$ cat src/rtl/router_rx_port_if.sv
// rtl/router_rx_port_if.sv - word stream from one router input port to the crossbar
interface router_rx_port_if #(
  parameter int DATA_W = 8,
  parameter int ADDR_W = 4
) ();
  logic              out_valid;
  logic              out_ready;
  logic [DATA_W-1:0] out_data;
  logic [ADDR_W-1:0] out_dest;
  logic              out_last;

  modport master (output out_valid, out_data, out_dest, out_last, input  out_ready);
  modport slave  (input  out_valid, out_data, out_dest, out_last, output out_ready);
endinterface

$ cat src/rtl/router_rx_port.sv
// rtl/router_rx_port.sv - serial router input port: address/pad/data deserialiser with valid/ready output
module router_rx_port #(
  parameter int NUM_PORTS  = 16,
  parameter int DATA_W     = 8,
  parameter int PAD_CYCLES = 5
) (
  input  logic             clock,
  input  logic             reset_n,
  input  logic             frame_n,
  input  logic             valid_n,
  input  logic             din,
  router_rx_port_if.master o_bus,
  output logic             busy,
  output logic             pkt_done,
  output logic             err_addr,
  output logic             err_trunc,
  output logic             err_ovf
);
  localparam int ADDR_W  = ($clog2(NUM_PORTS) > 1) ? $clog2(NUM_PORTS) : 1;
  localparam int CNT_MAX = (ADDR_W > PAD_CYCLES) ? ADDR_W : PAD_CYCLES;
  localparam int CNT_W   = $clog2(CNT_MAX + 1);
  localparam int BIT_W   = (DATA_W > 1) ? $clog2(DATA_W) : 1;

  typedef enum logic [2:0] {S_IDLE, S_ADDR, S_PAD, S_DATA, S_DROP} state_t;

  state_t            r_state, w_next_state;
  logic [CNT_W-1:0]  r_cnt;
  logic [ADDR_W-1:0] r_addr;
  logic [DATA_W-1:0] r_shift;
  logic [BIT_W-1:0]  r_bitcnt;
  logic              r_out_valid, r_out_last;
  logic [DATA_W-1:0] r_out_data;
  logic [ADDR_W-1:0] r_out_dest;
  logic              r_pkt_done, r_err_addr, r_err_trunc, r_err_ovf;

  logic              w_addr_done, w_err_addr, w_take_bit, w_pkt_end;
  logic              w_word_done, w_trunc, w_can_load, w_bad_addr;
  logic [ADDR_W-1:0] w_addr_bits;
  logic [DATA_W-1:0] w_shift_bits;

  // Address and word bits are ORed in LSB first; both registers start cleared.
  assign w_addr_bits  = (r_state == S_IDLE) ? ADDR_W'(din) : (r_addr | (ADDR_W'(din) << r_cnt));
  assign w_shift_bits = r_shift | (DATA_W'(din) << r_bitcnt);
  assign w_bad_addr   = {1'b0, r_addr} >= (ADDR_W+1)'(NUM_PORTS);
  assign w_word_done  = w_take_bit && (r_bitcnt == BIT_W'(DATA_W - 1));
  assign w_trunc      = w_pkt_end && (w_take_bit ? !w_word_done : (r_bitcnt != '0));
  assign w_can_load   = !r_out_valid || o_bus.out_ready;

  always_ff @(posedge clock or negedge reset_n) begin
    if (!reset_n) r_state <= S_IDLE;
    else          r_state <= w_next_state;
  end

  always_comb begin
    w_next_state = r_state;
    w_addr_done  = 1'b0;
    w_err_addr   = 1'b0;
    w_take_bit   = 1'b0;
    w_pkt_end    = 1'b0;
    case (r_state)
      S_IDLE: if (!frame_n) begin
        w_next_state = (ADDR_W == 1) ? S_PAD : S_ADDR;
        w_addr_done  = (ADDR_W == 1);
      end
      S_ADDR: if (frame_n) begin
        w_err_addr   = 1'b1;
        w_next_state = S_IDLE;
      end else if (r_cnt == CNT_W'(ADDR_W - 1)) begin
        w_addr_done  = 1'b1;
        w_next_state = S_PAD;
      end
      S_PAD: if (frame_n) begin
        w_err_addr   = 1'b1;
        w_next_state = S_IDLE;
      end else if (r_cnt == CNT_W'(PAD_CYCLES - 1)) begin
        w_err_addr   = w_bad_addr;
        w_next_state = w_bad_addr ? S_DROP : S_DATA;
      end
      S_DATA: begin
        w_take_bit = !valid_n;
        if (frame_n) begin
          w_pkt_end    = 1'b1;
          w_next_state = S_IDLE;
        end
      end
      S_DROP: if (frame_n) w_next_state = S_IDLE;
      default: w_next_state = S_IDLE;
    endcase
  end

  always_ff @(posedge clock or negedge reset_n) begin
    if (!reset_n) begin
      r_cnt       <= '0;
      r_addr      <= '0;
      r_shift     <= '0;
      r_bitcnt    <= '0;
      r_out_valid <= 1'b0;
      r_out_last  <= 1'b0;
      r_out_data  <= '0;
      r_out_dest  <= '0;
      r_pkt_done  <= 1'b0;
      r_err_addr  <= 1'b0;
      r_err_trunc <= 1'b0;
      r_err_ovf   <= 1'b0;
    end else begin
      if (r_state == S_IDLE)
        r_cnt <= (ADDR_W == 1) ? '0 : CNT_W'(1);
      else if (w_next_state != r_state)
        r_cnt <= '0;
      else if (r_state == S_ADDR || r_state == S_PAD)
        r_cnt <= r_cnt + 1'b1;

      if (!frame_n && (r_state == S_IDLE || r_state == S_ADDR))
        r_addr <= w_addr_bits;

      if (r_state != S_DATA || w_pkt_end || w_word_done) begin
        r_shift  <= '0;
        r_bitcnt <= '0;
      end else if (w_take_bit) begin
        r_shift  <= w_shift_bits;
        r_bitcnt <= r_bitcnt + 1'b1;
      end

      // A completing word may overwrite the held one only when that one leaves this cycle.
      if (w_word_done && w_can_load) begin
        r_out_valid <= 1'b1;
        r_out_data  <= w_shift_bits;
        r_out_last  <= frame_n;
        r_out_dest  <= r_addr;
      end else if (r_out_valid && o_bus.out_ready) begin
        r_out_valid <= 1'b0;
      end
      if (w_addr_done && !r_out_valid)
        r_out_dest <= w_addr_bits;

      r_pkt_done  <= w_pkt_end;
      r_err_addr  <= w_err_addr;
      r_err_trunc <= w_trunc;
      r_err_ovf   <= w_word_done && !w_can_load;
    end
  end

  assign o_bus.out_valid = r_out_valid;
  assign o_bus.out_data  = r_out_data;
  assign o_bus.out_dest  = r_out_dest;
  assign o_bus.out_last  = r_out_last;
  assign busy            = (r_state != S_IDLE) | r_out_valid;
  assign pkt_done        = r_pkt_done;
  assign err_addr        = r_err_addr;
  assign err_trunc       = r_err_trunc;
  assign err_ovf         = r_err_ovf;
endmodule

$ cat src/flat_wrapper.sv
// flat-port wrapper written by rule: the top's interface ports become plain ports
module router_rx_port_flat 
#(
  parameter int NUM_PORTS  = 16,
  parameter int DATA_W     = 8,
  parameter int PAD_CYCLES = 5
)
  (clock, reset_n, frame_n, valid_n, din, busy, pkt_done, err_addr, err_trunc, err_ovf, o_bus_out_valid, o_bus_out_data, o_bus_out_dest, o_bus_out_last, o_bus_out_ready);
  router_rx_port_if #(.DATA_W(DATA_W), .ADDR_W(4)) o_bus_i ();
  input  logic clock;
  input  logic reset_n;
  input  logic frame_n;
  input  logic valid_n;
  input  logic din;
  output logic busy;
  output logic pkt_done;
  output logic err_addr;
  output logic err_trunc;
  output logic err_ovf;
  output wire logic [$bits(o_bus_i.out_valid)-1:0] o_bus_out_valid;
  output wire logic [$bits(o_bus_i.out_data)-1:0] o_bus_out_data;
  output wire logic [$bits(o_bus_i.out_dest)-1:0] o_bus_out_dest;
  output wire logic [$bits(o_bus_i.out_last)-1:0] o_bus_out_last;
  input wire logic [$bits(o_bus_i.out_ready)-1:0] o_bus_out_ready;
  assign o_bus_out_valid = o_bus_i.out_valid;
  assign o_bus_out_data = o_bus_i.out_data;
  assign o_bus_out_dest = o_bus_i.out_dest;
  assign o_bus_out_last = o_bus_i.out_last;
  assign o_bus_i.out_ready = o_bus_out_ready;
  router_rx_port #(.NUM_PORTS(NUM_PORTS), .DATA_W(DATA_W), .PAD_CYCLES(PAD_CYCLES)) u_core (.clock(clock), .reset_n(reset_n), .frame_n(frame_n), .valid_n(valid_n), .din(din), .o_bus(o_bus_i), .busy(busy), .pkt_done(pkt_done), .err_addr(err_addr), .err_trunc(err_trunc), .err_ovf(err_ovf));
endmodule
$ cat config.mk
export PLATFORM = sky130hd
export DESIGN_NAME = router_rx_port_flat
export DESIGN_NICKNAME = d
export VERILOG_FILES = /design/src/rtl/router_rx_port_if.sv /design/src/rtl/router_rx_port.sv /design/src/flat_wrapper.sv
export SDC_FILE = /design/constraint.sdc
export NUM_CORES = 1
export LEC_CHECK = 0
export CAP_MARGIN = 20
export CORE_ASPECT_RATIO = 1.2
export CORE_UTILIZATION = 48
export CTS_CLUSTER_DIAMETER = 40
export DETAILED_ROUTE_END_ITERATION = 7
export PLACE_DENSITY = 0.83
export SYNTH_ARGS = -nofsm -noshare
export SYNTH_HDL_FRONTEND = slang
export SYNTH_SLANG_ARGS = --single-unit
$ cat constraint.sdc
create_clock -name clock -period 1.7 [get_ports clock]
set_clock_uncertainty 0.05 [all_clocks]
set_input_delay 0.34 -clock clock [delete_from_list [all_inputs] [get_ports clock]]
set_output_delay 0.34 -clock clock [all_outputs]
set_load 0.005 [all_outputs]
Word level (Yosys, flattened, before mapping):

Index checks and enable logic that the tools add are counted.

* bits in registers: 39
* bits of input ports: 6
* logic and storage cells: 82
* output and inout port bits: 19

* bitwise logic cells: 3
* equality and inequality tests: 9
* muxes and demuxes: 27
* shift operators: 2
* reductions and logical operators: 26
* add/subtract/negate cells: 2

Operator list (number)
* 3-bit 2-to-1 mux: 11
* 8-bit 2-to-1 mux: 2
* 4-bit 2-to-1 mux: 3
* 3-bit one-hot mux with 4 select lines: 1
* 1-bit 2-to-1 mux: 10
* 3-bit by 2-bit equality test with 1-bit output (second input constant): 3
* 3-bit equality test (second input constant): 3
* 3-bit nonzero test: 3
* 8-bit bitwise OR: 1
* 1-bit by 3-bit << shifter with 8-bit output: 1
* 1-bit logical AND: 7
* 3-bit by 1-bit adder with 3-bit output (second input constant): 2
* 2-bit nonzero test: 3
* 1-bit zero test: 5
* 1-bit logical OR: 5
* 4-bit bitwise OR: 1
* 2-bit OR reduction: 2
* 1-bit by 3-bit << shifter with 4-bit output: 1
* 3-bit by 1-bit equality test with 1-bit output (second input constant): 1
* 3-bit zero test: 1
* 3-bit by 2-bit != test with 1-bit output (second input constant): 1
* 3-bit != test: 1
* 1-bit bitwise OR: 1

Depth between registers and ports, before layout:

* word-level depth: 7
* depth in mapped cells: 8
* depth with buffers taken out: 6

Worst setup path before layout:

No wires, ideal clock.

* kind: register -> register
* start point: register u_core.r_bitcnt[0]
* end point: register u_core.r_out_dest[3] (netlist: u_core.o_bus.out_dest[3])
* library setup time: 133 ps
* arrival: 1576 ps
* stages on the path, launching flop included: 9
* buffers on the path: 2
* data required time: 1517 ps
* period minus slack after synthesis: 1759 ps
* setup slack: -59 ps
* cell sequence: dfrtp_1 -> ha_1 -> ha_1 -> nor2b_2 -> and3_1 -> buf_2 -> buf_4 -> mux2i_1 -> mux2i_1

* word-level cells in the longest chain between the ends: 4

RTL lines
* from (decl): line router_rx_port.sv:30 `logic [BIT_W-1:0] r_bitcnt;`
* from (signal assigned): line router_rx_port.sv:121 `r_bitcnt <= r_bitcnt + 1'b1;`
* 3-bit equality test: line router_rx_port.sv:45 `assign w_word_done = w_take_bit && (r_bitcnt == BIT_W'(DATA_W - 1));`
* 1-bit logical AND: line router_rx_port.sv:45
* 1-bit logical AND: line router_rx_port.sv:125 `if (w_word_done && w_can_load) begin`
* 2-bit nonzero test (no line)
* to (signal assigned): line router_rx_port.sv:129 `r_out_dest <= r_addr;`
* to (signal assigned): line router_rx_port.sv:134 `r_out_dest <= w_addr_bits;`
* to (decl): line router_rx_port.sv:33 `logic [ADDR_W-1:0] r_out_dest;`

No other way between the ends.
A chain may end at the register's enable or synchronous reset.

Worst setup path in the final report:

* start point: register u_core.r_state[2]
* end point: register u_core.r_out_dest[3] (netlist: u_core.o_bus.out_dest[3])

* word-level cells in the longest chain between the ends: 5
* elaborated cells between the ends (all ways): 11
* those cells by class: eq/ne (2); mux (4); reduce/logical (5)

RTL lines
* from (decl): line router_rx_port.sv:26 `state_t r_state, w_next_state;`
* from (signal assigned): line router_rx_port.sv:51 `else r_state <= w_next_state;`
* 3-bit by 2-bit equality test with 1-bit output: line router_rx_port.sv:60 `case (r_state)`
* 1-bit 2-to-1 mux: line router_rx_port.sv:60
* 1-bit logical AND: line router_rx_port.sv:45
* 1-bit logical AND: line router_rx_port.sv:125
* 2-bit nonzero test (no line)

Several ways; a longest one is shown, not always the timed one.

==> metrics.txt <==
outcome=finished clean; Sinks on Clock Net=39; via-per-instance ratio=5.32; largest net degree at the start of global routing=22; all-layer global routing usage=~22%; Synth cell types=38; core footprint=0.00366 mm²; Max Cap Viol=0; required time worst endpoint=approximately 1.9 ns; DIE AREA=about 0.0041 mm²; Max Slew Vio Count=0; port buffer count=24; Nets=approximately 250; Data arrival, critical path=1.85 ns; routed wire length=around 4200 µm; placement row count=24; post-synthesis sequential area ratio=52.8%; Synth Net Count=195; Initial Util=approximately 50%; Die W=58.6 µm; DRC=0; vias in the first global route=approximately 1500; total number of vias=1570; DP HPWL=between 2000 and 3000 µm; initial antenna violation count=0; crit path time final=1.68 ns; Clock Tree Buf Depth=2; first-pass GRT wire length=6890 µm; fin crit share=98.6%; Die Ht=around 70 µm; VDD IR-drop max=0.864 mV; first drt pass iteration count=4; most common library cell in the layout ignoring fill and taps=dfrtp_1; mapped cell area=0.00185 mm²; drt wl/cell=14.2 µm; grt ovf=0; Final Hold Viols=0; CTS tree=done; ys flop type=dfrtp_1; Fmax=597 MHz; final setup fails=0; final core utilization=70.2%; Gate Count Post-Synth=183; GP Congestion=0.835; Startpoint Class=flip-flop; most frequent cells in the layout=39 x dfrtp_1, 33 x buf_4, 23 x nor2_1, 22 x clkdlybuf4s50_1, 19 x a21oi_1; IO Pins=25; Max-slew headroom=between 70 and 80%; Setup CP Type=reg -> reg; RSZ-0062 raised after global routing=yes; Placed Instance Area=0.00234 mm²; total CTS buffers=5; layout cells sized above 1=24.3%; Lkg Pwr=1.16 nW; Post-Synthesis Mean Instance Area=around 10 µm²; final antenna-violating net count=0; #FFs+latches synth=39; final instance area=0.00257 mm²; worst-path maximum fanout=5; synthesis-to-layout area growth=39.2%; clock root buffer=clkbuf_8; drt initial violations=50; antenna fix cells=0; worst skew pair latency=0.30 ns; Synth Warn #=0; EDFF count, synth=0; worst slew pin tran=0.445 ns; asr flop ratio synth=100%; hold crit path type=reg -> reg; Crit. End Element=flip-flop; CTS HTree Levels=2; total chip power=roughly 0.0022 W; Cell Pwr Density=846 mW/mm²; clock slew at reported path FFs=0.08 ns
==> critical path, stage by stage, from the launching register on <==
cell     delay (ns)
dfrtp_1        0.40
buf_6          0.13
or3_4          0.40
nor3_4         0.27
buf_4          0.17
mux2i_1        0.18
==> what timing repair did <==
| action | in CTS | in global routing |
|---|---|---|
| hold buffers | 1 | 0 |
| endpoints found under the setup margin | 6 | 20 |
| resized for setup | 4 | 11 |
| endpoints found under the hold margin | 18 | 0 |
| setup buffers | 4 | 2 |
| pin swaps | 1 | 5 |
| cloned | 0 | 1 |
==> layout make-up <==
| cell class | count | area (µm²) |
|---|---|---|
| Clock buffer | 7 | 96.3 |
| Clock inverter | 1 | 7.51 |
| Fill cell | 275 | 1090 |
| Inverter | 7 | 26.3 |
| Multi-Input combinational cell | 126 | 850 |
| Sequential cell | 39 | 976 |
| Tap cell | 52 | 65.1 |
| Timing Repair Buffer | 63 | 552 |
==> through the flow <==
step,worst slack [ns],cells,setup TNS (ns),hold WS (ns)
global route,-0.0466,295,-0.116,0.473
detailed placement,-0.202,279,-1.69,0.251
finish,0.0242,295,0,0.446
CTS,0.0107,292,0,0.448
global placement,-0.172,279,-1.08,0.250
floorplan,0.00153,183,0,-0.00559
==> registers in the layout, summed over array words and instances, names as in the netlist <==
register / count
u_core.o_bus.out_dest: 4
u_core.r_addr: 4
u_core.err_ovf: 1
u_core.r_bitcnt: 3
u_core.o_bus.out_last: 1
u_core.r_state: 3
u_core.r_cnt: 3
u_core.err_addr: 1
u_core.pkt_done: 1
u_core.o_bus.out_valid: 1
u_core.o_bus.out_data: 8
u_core.r_shift: 8
u_core.err_trunc: 1
==> synth_stat cells (2+ instances only) <==
cell,count,area [µm²]
dfrtp_1,39,976
nor2_1,24,90.1
a21oi_1,19,95.1
nand2_1,10,37.5
nor3_1,8,40.0
inv_1,7,26.3
buf_2,6,30.0
ha_1,6,75.1
nor2b_1,5,31.3
a31oi_1,4,25.0
clkbuf_1,4,15.0
o21ai_0,4,20.0
a22o_1,3,26.3
a41oi_1,3,26.3
and2_1,3,18.8
mux2i_1,3,30.0
nand2b_1,3,18.8
nand3_1,3,15.0
o32a_1,3,30.0
a22oi_1,2,15.0
a32o_1,2,20.0
and3_1,2,12.5
nor3b_1,2,15.0
o22ai_1,2,12.5
o31a_1,2,17.5
o31ai_1,2,15.0
==> power breakdown <==
group | internal [W] | total [W] | switching (W)
clock | 0.000369 | 0.000698 | 0.000329
sequential | 0.00100 | 0.00105 | 0.0000525
combinational | 0.000245 | 0.000425 | 0.000180
total | 0.00161 | 0.00218 | 0.000561
==> logic make-up after synthesis <==
kind of cell | after synthesis | share of synthesized area [%]
XOR/XNOR | 1 | 0.474
AND/OR/NAND/NOR | 67 | 19.0
buffers and inverters | 18 | 4.27
AO/OA/AOI/OAI | 48 | 17.2
flip-flops | 39 | 52.8
adder cells (fa/ha/maj) | 6 | 4.06
multiplexers | 4 | 2.23
==> metal layers <==
layer / up-vias / share of wire (%) / track usage (%)
li1: 768 / - / -
met1: 764 / 43 / 28.8
met2: 30 / 51 / 36.3
met3: 8 / 4.0 / 6.11
met4: 0 / 1.9 / 7.94
met5: - / 0 / 0
==> worst paths after layout <==
kind	start	endpoint	slack [ns]	cells past startpoint
max in group asynchronous	reset_n	u_core.err_trunc	0.65	3
setup reg to reg	u_core.r_state[2]	u_core.o_bus.out_dest[3]	0.02	5
hold reg to reg	u_core.r_shift[2]	u_core.r_shift[2]	0.45	1
setup / recovery	u_core.r_state[2]	u_core.o_bus.out_dest[3]	0.02	5
min in group asynchronous	reset_n	u_core.o_bus.out_data[0]	0.48	2
hold / removal	u_core.r_shift[2]	u_core.r_shift[2]	0.45	1
Note: power is estimated with default switching activity, not from simulation.
